**src/rtl/div_pkg.sv**
```systemverilog
// Shared types and constants for the sequential divider.
// Contents: FSM state enum, default operand width, and the special-case
// result constants (all-ones quotient, minimum signed value).
package div_pkg;

  localparam int unsigned DIV_WIDTH = 32;

  typedef enum logic [1:0] {
    IDLE = 2'd0,
    BUSY = 2'd1,
    DONE = 2'd2
  } div_state_t;

  localparam logic [DIV_WIDTH-1:0] QUO_ALL_ONES = {DIV_WIDTH{1'b1}};
  localparam logic [DIV_WIDTH-1:0] SIGNED_MIN   = {1'b1, {(DIV_WIDTH-1){1'b0}}};

endpackage

```
**src/rtl/div_addsub.sv**
```systemverilog
// W-bit adder/subtractor used by the divider iteration and remainder fix.
// Ports:
//   a, b : operands
//   sub  : 1 -> sum = a - b, 0 -> sum = a + b (modulo 2^W)
//   sum  : result
// Carries are looked ahead within 4-bit groups; group carries chain.
module div_addsub #(
  parameter int unsigned W = 33
) (
  input  logic [W-1:0] a,
  input  logic [W-1:0] b,
  input  logic         sub,
  output logic [W-1:0] sum
);

  localparam int unsigned GRP = 4;

  logic [W-1:0] bx;
  logic [W-1:0] prop;
  logic [W-1:0] carry;
  logic         acc;

  // Subtraction is a + ~b + 1; the +1 enters as the carry into bit 0.
  always_comb begin
    bx       = b ^ {W{sub}};
    prop     = a ^ bx;
    carry    = '0;
    acc      = 1'b0;
    carry[0] = sub;
    for (int unsigned i = 1; i < W; i++) begin
      // Expand the carry into bit i from its group's incoming carry.
      acc = carry[((i - 1) / GRP) * GRP];
      for (int unsigned j = ((i - 1) / GRP) * GRP; j < i; j++) begin
        acc = (a[j] & bx[j]) | (prop[j] & acc);
      end
      carry[i] = acc;
    end
    sum = prop ^ carry;
  end

endmodule

```
**src/rtl/seq_divider_32.sv**
```systemverilog
// Sequential signed/unsigned integer divider, one quotient bit per cycle
// (non-restoring, WIDTH+1-bit partial remainder).
// Ports:
//   clk, rstn            : clock, asynchronous active-low reset
//   in_valid / in_ready  : operand handshake (in_ready only in IDLE)
//   dividend, divisor    : operands
//   signed_op            : 1 = two's-complement, 0 = unsigned
//   out_valid / out_ready: result handshake (out_valid only in DONE)
//   quotient, remainder  : results (truncating division)
//   div_by_zero          : divisor was zero
// Build option: define SEQ_DIVIDER_EARLY_OUT_EN to finish in one cycle when
// the divisor magnitude exceeds the dividend magnitude.
module seq_divider_32
  import div_pkg::*;
#(
  parameter int unsigned WIDTH = DIV_WIDTH
) (
  input  logic             clk,
  input  logic             rstn,
  input  logic             in_valid,
  output logic             in_ready,
  input  logic [WIDTH-1:0] dividend,
  input  logic [WIDTH-1:0] divisor,
  input  logic             signed_op,
  output logic             out_valid,
  input  logic             out_ready,
  output logic [WIDTH-1:0] quotient,
  output logic [WIDTH-1:0] remainder,
  output logic             div_by_zero
);

  localparam int unsigned    CW      = (WIDTH > 1) ? $clog2(WIDTH) : 1;
  localparam logic [CW-1:0]  LAST    = CW'(WIDTH - 1);
  // Width-generic forms of the package special-case constants.
  localparam logic [WIDTH-1:0] ONES    = {WIDTH{QUO_ALL_ONES[0]}};
  localparam logic [WIDTH-1:0] MIN_VAL = {SIGNED_MIN[DIV_WIDTH-1], {(WIDTH-1){1'b0}}};

  div_state_t       state_q, state_d;
  logic [WIDTH:0]   prem_q, prem_d;
  logic [WIDTH-1:0] qacc_q, qacc_d;
  logic [WIDTH-1:0] dmag_q, dmag_d;
  logic [CW-1:0]    cnt_q, cnt_d;
  logic             qneg_q, qneg_d;
  logic             rneg_q, rneg_d;
  logic             in_ready_d, out_valid_d, dbz_d;
  logic [WIDTH-1:0] quo_d, rem_d;

  logic             dvd_neg, dvs_neg, accept, is_zero, is_ovf;
  logic [WIDTH-1:0] dvd_mag, dvs_mag;
  logic [WIDTH:0]   shifted, step;
  logic [WIDTH-1:0] corr, rem_fix, q_next;

  // Operand decode: magnitudes and special cases.
  always_comb begin
    dvd_neg = signed_op & dividend[WIDTH-1];
    dvs_neg = signed_op & divisor[WIDTH-1];
    dvd_mag = dvd_neg ? (~dividend + WIDTH'(1)) : dividend;
    dvs_mag = dvs_neg ? (~divisor + WIDTH'(1)) : divisor;
    accept  = in_valid & in_ready;
    is_zero = (divisor == '0);
    is_ovf  = signed_op & (dividend == MIN_VAL) & (divisor == ONES);
  end

  // One non-restoring step: subtract when the remainder is non-negative,
  // add back otherwise; the new quotient bit is the inverted result sign.
  assign shifted = {prem_q[WIDTH-1:0], qacc_q[WIDTH-1]};

  div_addsub #(.W(WIDTH + 1)) u_step (
    .a   (shifted),
    .b   ({1'b0, dmag_q}),
    .sub (~prem_q[WIDTH]),
    .sum (step)
  );

  // Final correction: a negative last remainder gets the divisor added back.
  div_addsub #(.W(WIDTH)) u_corr (
    .a   (step[WIDTH-1:0]),
    .b   (dmag_q),
    .sub (1'b0),
    .sum (corr)
  );

  assign q_next  = {qacc_q[WIDTH-2:0], ~step[WIDTH]};
  assign rem_fix = step[WIDTH] ? corr : step[WIDTH-1:0];

  // Next-state and next-output logic.
  always_comb begin
    state_d = state_q;
    prem_d  = prem_q;
    qacc_d  = qacc_q;
    dmag_d  = dmag_q;
    cnt_d   = cnt_q;
    qneg_d  = qneg_q;
    rneg_d  = rneg_q;
    quo_d   = quotient;
    rem_d   = remainder;
    dbz_d   = div_by_zero;

    case (state_q)
      IDLE: begin
        if (accept) begin
          dbz_d = 1'b0;
          if (is_zero) begin
            state_d = DONE;
            quo_d   = ONES;
            rem_d   = dividend;
            dbz_d   = 1'b1;
          end else if (is_ovf) begin
            state_d = DONE;
            quo_d   = MIN_VAL;
            rem_d   = '0;
          end
`ifdef SEQ_DIVIDER_EARLY_OUT_EN
          else if (dvs_mag > dvd_mag) begin
            state_d = DONE;
            quo_d   = '0;
            rem_d   = dividend;
          end
`endif
          else begin
            state_d = BUSY;
            prem_d  = '0;
            qacc_d  = dvd_mag;
            dmag_d  = dvs_mag;
            cnt_d   = '0;
            qneg_d  = dvd_neg ^ dvs_neg;
            rneg_d  = dvd_neg;
          end
        end
      end
      BUSY: begin
        prem_d = step;
        qacc_d = q_next;
        cnt_d  = cnt_q + CW'(1);
        if (cnt_q == LAST) begin
          state_d = DONE;
          quo_d   = qneg_q ? (~q_next + WIDTH'(1)) : q_next;
          rem_d   = rneg_q ? (~rem_fix + WIDTH'(1)) : rem_fix;
        end
      end
      DONE: begin
        if (out_ready) begin
          state_d = IDLE;
        end
      end
      default: state_d = IDLE;
    endcase

    in_ready_d  = (state_d == IDLE);
    out_valid_d = (state_d == DONE);
  end

  // State and registered outputs.
  always_ff @(posedge clk or negedge rstn) begin
    if (!rstn) begin
      state_q     <= IDLE;
      prem_q      <= '0;
      qacc_q      <= '0;
      dmag_q      <= '0;
      cnt_q       <= '0;
      qneg_q      <= 1'b0;
      rneg_q      <= 1'b0;
      in_ready    <= 1'b0;
      out_valid   <= 1'b0;
      quotient    <= '0;
      remainder   <= '0;
      div_by_zero <= 1'b0;
    end else begin
      state_q     <= state_d;
      prem_q      <= prem_d;
      qacc_q      <= qacc_d;
      dmag_q      <= dmag_d;
      cnt_q       <= cnt_d;
      qneg_q      <= qneg_d;
      rneg_q      <= rneg_d;
      in_ready    <= in_ready_d;
      out_valid   <= out_valid_d;
      quotient    <= quo_d;
      remainder   <= rem_d;
      div_by_zero <= dbz_d;
    end
  end

endmodule

```
**config.mk**
```make
export PLATFORM = sky130hd
export DESIGN_NAME = seq_divider_32
export DESIGN_NICKNAME = d
export VERILOG_FILES = /design/src/rtl/div_pkg.sv /design/src/rtl/div_addsub.sv /design/src/rtl/seq_divider_32.sv
export SDC_FILE = /design/constraint.sdc
export NUM_CORES = 1
export LEC_CHECK = 0
export ABC_AREA = 1
export BUFFER_PORTS_ARGS = -buffer_cell sky130_fd_sc_hd__clkbuf_2
export CAP_MARGIN = 0
export CORE_MARGIN = 1
export CORE_UTILIZATION = 50
export DETAILED_ROUTE_END_ITERATION = 10
export GPL_TIMING_DRIVEN = 0
export PLACE_DENSITY = 0.7
export SYNTH_ARGS = -nofsm -noshare
export SYNTH_HDL_FRONTEND = slang
export SYNTH_SLANG_ARGS = --single-unit
export TNS_END_PERCENT = 50
```
**constraint.sdc**
```tcl
create_clock -name clk -period 34.3 [get_ports clk]
set_input_delay 1.715 -clock clk [delete_from_list [all_inputs] [get_ports clk]]
set_output_delay 1.715 -clock clk [all_outputs]
set_load 0.02 [all_outputs]
```
==> Yosys cells after proc, flatten, opt, wreduce, memory -nomap -nowiden <==
Index checks and enable logic that the tools add are counted.
{ "op_classes": {"eq_ne": 11, "muxes": 34, "reduce_logical": 8, "bitwise": 206, "add_sub_neg": 5} }
{ "ops": {"columns": ["cell", "count"], "rows": [
  ["32-bit 2-to-1 mux", 16],
  ["32-bit one-hot mux with 2 select lines", 3],
  ["1-bit AND", 130],
  ["32-bit by 1-bit adder with 32-bit output, second input constant", 4],
  ["32-bit inverter", 4],
  ["33-bit 2-to-1 mux", 3],
  ["33-bit one-hot mux with 2 select lines", 1],
  ["33-bit XOR", 2],
  ["32-bit equality test, second input constant", 2],
  ["32-bit XOR", 2],
  ["1-bit OR", 62],
  ["32-bit by 33-bit XOR with 33-bit output", 1],
  ["32-bit logical NOT", 1],
  ["5-bit 2-to-1 mux", 3],
  ["4-bit AND reduction", 3],
  ["2-bit 2-to-1 mux", 5],
  ["5-bit one-hot mux with 2 select lines", 1],
  ["2-bit inequality test, second input constant", 4],
  ["2-bit one-hot mux with 3 select lines", 1],
  ["5-bit by 1-bit adder with 5-bit output, second input constant", 1],
  ["5-bit equality test, second input constant", 1],
  ["2-bit equality test, second input constant", 2],
  ["2-bit logical NOT", 2],
  ["1-bit inverter", 4],
  ["other kinds (6)", 6]
]} }
{ "totals": {"elab_cells": 276, "in_bits": 69, "register_bits": 173} }

==> Logic depth before layout (Yosys ltp) <==
Gate-level depths: netlist (run 1).
{ "depth": {"word_depth": 136, "mapped_depth": 55} }

==> Modules after synthesis <==
From an unflattened synthesis (run 1), not the netlist that was laid out.
{ "hier_totals": {"cells_unflattened": 2201, "area_unflattened_um2": 14789.2} }
{ "by_module_without_submodules": {"columns": ["mod", "seq_area_each_um2", "cells_per_inst", "n_inst", "area_per_inst_um2"], "rows": [
  ["seq_divider_32", 4329.2, 1917, 1, 12313.1],
  ["div_addsub at u_step", 0.0, 144, 1, 1252.5],
  ["div_addsub at u_corr", 0.0, 140, 1, 1223.7]
]} }

==> Worst setup path before layout (run 1) <==
No wires, ideal clock.
{ "synth_path": {"path_kind": "register -> register", "start": "register prem_q[32]", "end": "register quotient[26]", "setup_ns": 0.117, "stages_incl_launch_ff": 56, "period_less_slack_ns": 15.203, "slack_ns": 19.097, "arrival_ns": 15.086, "required_time_ns": 34.183, "cell_sequence": "dfrtp_1 -> buf_6 -> buf_1 -> xnor2_1 -> fa_1 -> fa_1 -> fa_1 -> fa_1 -> fa_1 -> fa_1 -> fa_1 -> fa_1 -> fa_1 -> fa_1 -> fa_1 -> fa_1 -> fa_1 -> fa_1 -> [... 20 more ...] -> nand2_4 -> nand2_4 -> buf_6 -> buf_6 -> ha_1 -> nand3_1 -> nor2_1 -> nand2_1 -> nor2_1 -> nand3_1 -> nand2_1 -> nand2_1 -> a21oi_2 -> o21ai_0 -> nand3_1 -> o211ai_1 -> nand2_1 -> nand2_1"} }
{ "synth_via": {"elab_chain_len": 74} }
{ "synth_rtl": {"columns": ["element", "line", "rtl"], "rows": [
  ["start: declaration", "seq_divider_32.sv:39", "logic [WIDTH:0] prem_q, prem_d;"],
  ["start signal: assignment", "seq_divider_32.sv:170", "prem_q <= prem_d;"],
  ["1-bit inverter *", "seq_divider_32.sv:71", ".sub (~prem_q[WIDTH]),"],
  ["32-bit by 33-bit XOR with 33-bit output", "div_addsub.sv:25", "bx = b ^ {W{sub}};"],
  ["33-bit XOR", "div_addsub.sv:26", "prop = a ^ bx;"],
  ["1-bit AND", "div_addsub.sv:34", "acc = (a[j] & bx[j]) | (prop[j] & acc);"],
  ["1-bit OR", "div_addsub.sv:34", null],
  ["1-bit AND", "div_addsub.sv:34", null],
  ["1-bit OR", "div_addsub.sv:34", null],
  ["1-bit AND", "div_addsub.sv:34", null],
  ["[... 58 more ...]", null, null],
  ["1-bit OR", "div_addsub.sv:34", null],
  ["33-bit XOR *", "div_addsub.sv:38", "sum = prop ^ carry;"],
  ["1-bit inverter *", "seq_divider_32.sv:83", "assign q_next = {qacc_q[WIDTH-2:0], ~step[WIDTH]};"],
  ["32-bit inverter *", "seq_divider_32.sv:137", "quo_d = qneg_q ? (~q_next + WIDTH'(1)) : q_next;"],
  ["32-bit by 1-bit adder with 32-bit output *", "seq_divider_32.sv:137", null],
  ["32-bit 2-to-1 mux *", "seq_divider_32.sv:137", null],
  ["32-bit 2-to-1 mux *", "seq_divider_32.sv:135", "if (cnt_q == LAST) begin"],
  ["32-bit one-hot mux with 2 select lines *", "seq_divider_32.sv:99", "case (state_q)"],
  ["end signal: assignment", "seq_divider_32.sv:178", "quotient <= quo_d;"],
  ["end: declaration", "seq_divider_32.sv:27", "output logic [WIDTH-1:0] quotient,"]
]} }
Mark *: on every way between the ends. The rest lies on a longest branch, timed or not. The select of a mux whose other input is x is not followed.
A chain may end at the register's enable or synchronous reset.

==> Worst setup path in the final report (run 1) <==
{ "layout_path": {"start": "register prem_q[32]", "end": "register quotient[30]"} }
The elaborated chain is that of the path after synthesis.

==> results.yml, run 1 <==
clock_tree:
  cts.clk_slew.worst_paths_ps: 70
  cts.path.max_buffers: 2
  cts_tree: "yes"
  cts_made_buffers: 17
  cts_resized: 0
  ctsHtreeMaxLevel: 4
  ctsHoldBuffers: 0
  postCtsSetupBuffers: 0
  insertion_delay_ps: 440
  cts.sinks: 173
  cts-root-buf: "clkbuf_16"
status:
  status: "finished, final reports clean"
hold_path:
  worstHoldStart: "quotient[26]"
  worstHoldEndpoint: "quotient[26]"
  hold_path_depth: 2
  min_path_type: "reg2reg"
timing:
  timing.final.crit_share: 0.499
  slew_headroom: 0.297
  final.min_clock_period_ps: 17100
  fin_tns_setup_ps: 0
  setup_violations: 0
  hold_slack_ps: 489
  worst_slew_pin_slew_ps: 1050
  rsz0062_at_grt: "false"
  finalHoldViolCount: 0
  timing.fmax_mhz: 58.5
  maxSlewViolCount: 0
  worst_clock_skew_ps: 12.9
yosys:
  synth_commonest_cells: "376 x nand2_1, 191 x nor2_1, 173 x dfrtp_1"
  synth_area_leaders: "dfrtp_1 34%, nand2_1 11%, fa_1 9.7%"
  synth-async-reset-ratio: 1.00
  synth.most_common_cell: "nand2_1"
  synth_area_leader_cell: "dfrtp_1"
  syn_area_um2: 12600
  synth-seq-cells: 173
  synth.top_cell.area_share: 0.343
  ys_types: 49
  yosysSeqAreaShare: 0.343
  syn_inst: 1681
  synth_top_family_by_area: "simple AND/OR/NAND/NOR gates"
  synth-compound-area-share: 0.151
  synth.avg_cell_area_um2: 7.50
  yosys.area_share.simple: 0.263
  yosys_most_used_dff: "dfrtp_1"
  synthMuxAreaShare: 0
  synth_edf_count: 0
  syn-num-nets: 1819
  synth-warning-count: 0
  synthAdderAreaFrac: 0.105
  synth_xor_area_frac: 0.0591
critical_path:
  cp.required_ps: 34630
  slowest_stage: "buf_1"
  cpPeakStageDelay_ps: 760
  end_kind: "register"
  critPathMostFrequentCell: "fa_1"
  startpoint_type: "register"
  timing.rr.end: "quotient[30]"
  ff2ff_path_depth: 55
  r2r_start: "prem_q[32]"
  critPathBufInv: 5
  critPathArrivalTime_ps: 17440
  r2r_slack_ps: 17200
  crit_fanout: 10
  crit_family: "adder cells"
  path_class: "reg2reg"
place:
  port_buffers: 135
  dp_cells: 2141
  hpwl_mm: 33.6
  dpl_cell_area_um2: 13700
  routabilityCongestion: 0.982
route:
  drc_errors: 0
  drt-pass1-iter-count: 5
  drt-initial-drc-count: 1187
  drt-total-wl_mm: 42.0
  drt.antenna.violating_nets: 0
  num_vias: 12300
  viasPerCell: 5.66
  wl_per_cell_um: 19.3
grt:
  grt_use_total: 0.338
  grt_overflow: 0
  antenna_found_initial: 0
  grt_pass1_wl_mm: 66.3
  grt_max_degree: 97
  grt_pass1_vias: 12000
final_layout:
  n_antenna_cell: 0
  fin_nets: 1974
  area_growth_pct: 13.1
  stdcell_count: 2173
  final_cell_area_um2: 14300
  drive_gt1_frac: 0.127
floorplan:
  dieArea_um2: 25900
  ios: 136
  rows: 57
  dieHeight_um: 161
  coreArea_um2: 24500
  die_width_um: 161
  initial_core_util: 0.514
flow_run:
  maxCapViolCount: 0
[logic make-up after synthesis]
family,Yosys count
AOI/OAI and AO/OA,338
xor gates and xnor gates,85
adders and majority gates,69
buffers and inverters,240
DFF,173
and+or+nand+nor,776
[routing by layer]
metal,vias up,global-route usage,part of all wire
li1,5864,-,-
met1,5810,0.455,0.43
met2,540,0.547,0.46
met3,82,0.0514,0.081
met4,0,0.135,0.036
met5,-,0,0
[worst max-delay path by stage]
| stage | cells past startpoint | slack, ps | start | endpoint |
|---|---|---|---|---|
| floorplan | 55 | 19100 | prem_q[32] | quotient[26] |
| global placement | 55 | 17610 | prem_q[32] | quotient[26] |
| detailed placement | 55 | 17310 | prem_q[32] | quotient[30] |
| CTS | 55 | 17310 | prem_q[32] | quotient[30] |
| global route | 55 | 16590 | prem_q[32] | quotient[30] |
| finish | 55 | 17200 | prem_q[32] | quotient[30] |
[state kept, by name, indices dropped and copies added (netlist names)]
signal and flops:
prem_q 33, dmag_q 32, qacc_q 32, quotient 32, remainder 32, cnt_q 5
state_q 2, div_by_zero 1, in_ready 1, out_valid 1, qneg_q 1, rneg_q 1
[layout make-up]
class / instances / area (um2)
tap: 324 / 405
timing repair buffer: 136 / 712
multi-input combinational: 1268 / 7290
buffer: 72 / 358
fill: 2362 / 10300
sequential: 173 / 4330
inverter: 168 / 633
clock buffer: 18 / 429
clock inverter: 14 / 111
[worst reg2reg max path, delay by kind of cell, from the launching register on]
kind | cells | cell delay [ps]
AND/OR/NAND/NOR | 14 | 1850
XOR/XNOR | 1 | 230
flip-flops | 1 | 340
AO/OA/AOI/OAI | 3 | 490
adder cells (fa/ha/maj) | 32 | 12730
buffers and inverters | 5 | 1360
[layout by cell type (no fill, tap or decap), types with 5 or more instances in the layout]
master	Yosys	routed
buf_6	6	6
nand3_1	121	121
dfrtp_1	173	173
xor2_1	43	43
nand2_1	376	376
nor2_1	191	191
a22o_1	8	8
buf_4	5	5
clkbuf_16	0	17
nor3_1	17	17
ha_1	8	8
a22oi_1	22	22
o211ai_1	11	11
inv_1	160	160
buf_1	7	7
o21ai_1	15	15
clkbuf_2	0	134
or2_2	10	10
nand2_2	7	7
a31oi_1	11	11
a21oi_1	109	109
buf_2	19	19
fa_1	61	61
xnor2_1	42	42
o21ai_0	137	137
clkbuf_1	35	36
nand4_1	32	32
nor4_1	5	5
[per-stage QoR]
step            util  setup WS [ps]
6_report       0.581          17200
4_1_cts        0.581          17310
5_1_grt        0.581          16590
3_5_place_dp   0.559          17310
2_1_floorplan      -          19100
3_3_place_gp   0.558          17610
Power of run 1 is not shown: default switching activity piles up to over one toggle a cycle in this logic, so the estimate is an artifact.
==> run 2, diff against run 1 <==
PLACE_DENSITY = 0.72   (was 0.7)
clock period = 13.8 ns   (was 34.3 ns; I/O delays follow)
==> run 2 against run 1 <==
The run now ends with setup timing left. Worst hold slack worse by 260 ps. Flip-flop and latch count unchanged. Clock skew down 0.60 ps. Critical path depth down 2. Sequential share of layout area down 2.5 points. First-iteration DRC count up 14%. Utilization up 5.3 points. Non-clock buffer count up 50. Critical path type unchanged. Largest cell class unchanged.
==> results.yml, run 2 (synthesized netlist as in run 1, its figures left out) <==
status:
  status: "finished with violations"
  violations: "setup timing"
final_layout:
  regMostFlops: "prem_q"
  area_growth_pct: 23.5
  fin_nets: 2024
  utilization: 0.635
  n_antenna_cell: 0
  drive_gt1_frac: 0.239
  mostFrequentLayoutCell: "nand2_1"
  largest_register_ffs: 33
  layout_common_cells: "325 x nand2_1, 173 x dfrtp_1, 172 x nor2_1, 155 x inv_1, 134 x clkbuf_2"
timing:
  slew_headroom: 0.190
  fin_tns_setup_ps: -2430
  finalHoldViolCount: 0
  timing.fmax_mhz: 71.4
  rsz0062_at_grt: "true"
  maxSlewViolCount: 0
  worst_slack_ps: -208
  timing.final.crit_share: 1.02
  setup_violations: 24
  final.min_clock_period_ps: 14010
  worst_clock_skew_ps: 12.3
  worst_slew_pin_slew_ps: 1210
route:
  num_vias: 12800
  wl_per_cell_um: 20.0
  viasPerCell: 5.76
  drt-pass1-iter-count: 5
  drt-initial-drc-count: 1355
  drc_errors: 0
  drt.antenna.violating_nets: 0
  drt-total-wl_mm: 44.5
critical_path:
  path_class: "reg2reg"
  critPathBufInv: 6
  startpoint_type: "register"
  cpPeakStageDelay_ps: 480
  slowest_stage: "fa_2"
  cp.depth: 53
  crit_fanout: 5
  critPathArrivalTime_ps: 14380
  critPathMostFrequentCell: "fa_2"
  cp.required_ps: 14170
  end_kind: "register"
  crit_family: "adder cells"
  ff2ff_path_depth: 53
floorplan:
  coreArea_um2: 24500
  ios: 136
  rows: 57
  die_width_um: 161
  dieHeight_um: 161
  initial_core_util: 0.514
  dieArea_um2: 25900
clock_tree:
  ctsHoldBuffers: 0
  cts.path.max_buffers: 2
  cts_tree: "yes"
  cts_made_buffers: 17
  insertion_delay_ps: 440
  cts.sinks: 173
  ctsHtreeMaxLevel: 4
  cts-root-buf: "clkbuf_16"
  cts.clk_slew.worst_paths_ps: 70
hold_path:
  min_path_type: "in2async"
place:
  hpwl_mm: 34.0
  port_buffers: 135
  dp_slack_ps: -1200
  routabilityCongestion: 0.976
grt:
  grt_pass1_vias: 12200
  grt_max_degree: 102
  antenna_found_initial: 0
  grt_pass1_wl_mm: 67.9
  grt_use_total: 0.348
  grt_overflow: 0
flow_run:
  maxCapViolCount: 0
run 2: cell count changes in the layout (fill, tap and decap cells not counted), moves of 14 or more:
| cell | before | now |
|---|---|---|
| fa_1 | 61 | 22 |
| nand2_2 | 7 | 45 |
| nand2_1 | 376 | 325 |
| nor2_1 | 191 | 172 |
| fa_2 | 0 | 39 |
| o21ai_0 | 137 | 122 |
| nand3_2 | 0 | 16 |
| a21oi_2 | 1 | 15 |
| a21oi_1 | 109 | 94 |
| buf_4 | 5 | 46 |
| nand3_1 | 121 | 101 |
run 2: cell type report:
type,count,area (um2)
Fill cell,2207,8970
Multi-Input combinational cell,1268,8070
Sequential cell,173,4330
Timing Repair Buffer,186,1140
Inverter,168,633
Clock buffer,21,440
Buffer,72,435
Tap cell,324,405
Clock inverter,11,111
run 2: metrics by stage:
step                      cell area [um2]  cells  hold slack (ps)
after floorplan                     12700   1681              394
after global placement              13800   2140              469
after detailed placement            13800   2141              472
after CTS                           14900   2198              274
after global routing                15600   2223              289
final                               15600   2223              230
run 2: final timing paths:
| check | startpoint | to | slack (ps) |
|---|---|---|---|
| worst max-delay path | prem_q[32] | quotient[28] | -210 |
| worst min-delay path | rstn | remainder[5] | 230 |
| worst max register to register | prem_q[32] | quotient[28] | -210 |
| worst min register to register | quotient[26] | quotient[26] | 480 |
| max in group asynchronous | rstn | prem_q[20] | 12630 |
| min in group clk | quotient[26] | quotient[26] | 480 |
run 2: repair_timing:
item / 4_1_cts / 5_1_grt
pin swaps: 17 / 49
resized for setup: 68 / 148
setup buffers: 25 / 25
endpoints found under the setup margin: 52 / 48
run 2: per-layer routing:
layer  track usage  part of all wire  vias up
met3        0.0589             0.090      106
li1              -                 -     5950
met4         0.134             0.037        0
met1         0.467              0.41     6118
met5             0                 0        -
met2         0.563              0.46      628
Power of run 2 is left out for the same reason.
==> run 3, diff against run 2 <==
PLACE_DENSITY = 0.7   (was 0.72)
clock period = 14.16 ns   (was 13.8 ns; I/O delays follow)
==> run 3 against run 2 <==
The run still ends with setup timing left. Clock skew up 5.7 ps. Register-to-register slack better by 160 ps. Cell count down 0.58%. Largest cell class unchanged. Global-route usage about the same. Via count down 1.7%. Sequential share of layout area up 0.25 points. Die area unchanged. Flip-flop and latch count unchanged. Final area down 0.89%. Routed wire length up 0.88%. Utilization down 0.57 points. Non-clock buffer count down 12.
==> results.yml, run 3 (synthesized netlist as in run 1, its figures left out) <==
status:
  status: "finished with violations"
  violations: "setup timing"
timing:
  finalHoldViolCount: 0
  worst_clock_skew_ps: 18.1
  worst_slew_pin_slew_ps: 1150
  timing.final.crit_share: 1.00
  fin_tns_setup_ps: -111
  final.min_clock_period_ps: 14210
  slew_headroom: 0.236
  setup_violations: 6
  timing.fmax_mhz: 70.4
  worst_slack_ps: -48.9
  maxSlewViolCount: 0
  rsz0062_at_grt: "true"
critical_path:
  crit_fanout: 5
  cp.required_ps: 14550
  crit_family: "adder cells"
  critPathArrivalTime_ps: 14600
  slowest_stage: "fa_2"
  cpPeakStageDelay_ps: 450
  end_kind: "register"
  critPathMostFrequentCell: "fa_2"
  critPathBufInv: 5
  path_class: "reg2reg"
  startpoint_type: "register"
clock_tree:
  cts_tree: "yes"
  cts-root-buf: "clkbuf_16"
  cts.clk_slew.worst_paths_ps: 80
  ctsHtreeMaxLevel: 4
  ctsHoldBuffers: 0
  cts_made_buffers: 17
  cts.sinks: 173
  insertion_delay_ps: 460
  cts.path.max_buffers: 2
route:
  num_vias: 12600
  drt-pass1-iter-count: 7
  viasPerCell: 5.69
  drc_errors: 0
  drt-total-wl_mm: 44.9
  wl_per_cell_um: 20.3
  drt.antenna.violating_nets: 0
  drt-initial-drc-count: 1298
grt:
  grt_overflow: 0
  grt_pass1_wl_mm: 67.7
  grt_max_degree: 95
  antenna_found_initial: 0
  grt_pass1_vias: 11700
  grt_use_total: 0.348
hold_path:
  min_path_type: "in2async"
final_layout:
  largest_register_ffs: 33
  fin_nets: 2012
  n_antenna_cell: 0
  multi_input_area_um2: 8000
  fillCellCount: 2184
  area_growth_pct: 22.4
  drive_gt1_frac: 0.223
  mostFrequentLayoutCell: "nand2_1"
  layout_common_cells: "332 x nand2_1, 174 x nor2_1, 173 x dfrtp_1, 156 x inv_1, 134 x clkbuf_2"
  seq_area_um2: 4330
  regMostFlops: "prem_q"
floorplan:
  ios: 136
  coreArea_um2: 24500
  dieArea_um2: 25900
  initial_core_util: 0.514
  dieHeight_um: 161
  rows: 57
  die_width_um: 161
place:
  routabilityCongestion: 0.947
  port_buffers: 135
  hpwl_mm: 34.6
flow_run:
  maxCapViolCount: 0
run 3: cell types whose count changed in the layout (fill, tap and decap cells not counted), moves of 4 or more:
| cell | previous run | this run |
|---|---|---|
| buf_4 | 46 | 32 |
| nand2_2 | 45 | 37 |
| o21ai_0 | 122 | 130 |
| a21oi_1 | 94 | 101 |
| a21oi_2 | 15 | 8 |
| nand2_1 | 325 | 332 |
| o21ai_1 | 15 | 9 |
| buf_8 | 6 | 2 |
| clkbuf_1 | 39 | 35 |
| clkinvlp_4 | 5 | 1 |
run 3: per-stage QoR:
| step | util | hold WS [ps] | cell area (um2) | std cells | setup slack [ps] |
|---|---|---|---|---|---|
| detailed placement | 0.563 | 473 | 13800 | 2141 | -1430 |
| finish | 0.629 | 260 | 15400 | 2210 | -48.9 |
| floorplan | - | 412 | 12700 | 1681 | 15.4 |
| CTS | 0.595 | 310 | 14600 | 2182 | 13.6 |
| global route | 0.629 | 343 | 15400 | 2210 | -380 |
| global placement | 0.561 | 467 | 13800 | 2140 | -1290 |
run 3: path summary, 6_finish.rpt:
path	start	to	slack (ps)	cells after the start
setup / recovery	prem_q[32]	quotient[30]	-50	54
hold / removal	rstn	prem_q[1]	260	1
setup reg to reg	prem_q[32]	quotient[30]	-50	54
hold reg to reg	quotient[26]	quotient[26]	490	2
max in group asynchronous	rstn	remainder[25]	12970	2
min in group clk	quotient[26]	quotient[26]	490	2
run 3: worst register-to-register path, delay by kind of cell (launching register included):
kind	cells	cell delay, ps
AO/OA/AOI/OAI	3	590
XOR/XNOR	1	120
adder cells (fa/ha/maj)	32	11270
buffers and inverters	5	610
flip-flops	1	390
AND/OR/NAND/NOR	13	1170
run 3: metal layers:
metal | global-route usage | up-vias | wire [um] | part of all wire
met4 | 0.121 | 0 | 1340 | 0.030
met1 | 0.483 | 6003 | 19300 | 0.43
met5 | 0 | - | 0 | 0
met3 | 0.0524 | 77 | 3540 | 0.079
li1 | - | 5921 | - | -
met2 | 0.555 | 581 | 20700 | 0.46
run 3: timing repair:
| item | in CTS | in global routing |
|---|---|---|
| buffers inserted | 10 | 28 |
| setup endpoints to repair | 59 | 38 |
| gates resized for setup | 43 | 152 |
| pin swaps | 8 | 41 |
| gates cloned | 0 | 2 |
run 3: layout make-up:
cell class / count / share of cell area
buffer: 72 / 0.0279
timing repair buffer: 174 / 0.0703
multi-input combinational: 1268 / 0.518
sequential: 173 / 0.281
inverter: 168 / 0.0410
clock inverter: 13 / 0.00697
tap: 324 / 0.0263
clock buffer: 18 / 0.0285
Power of run 3 is left out for the same reason.
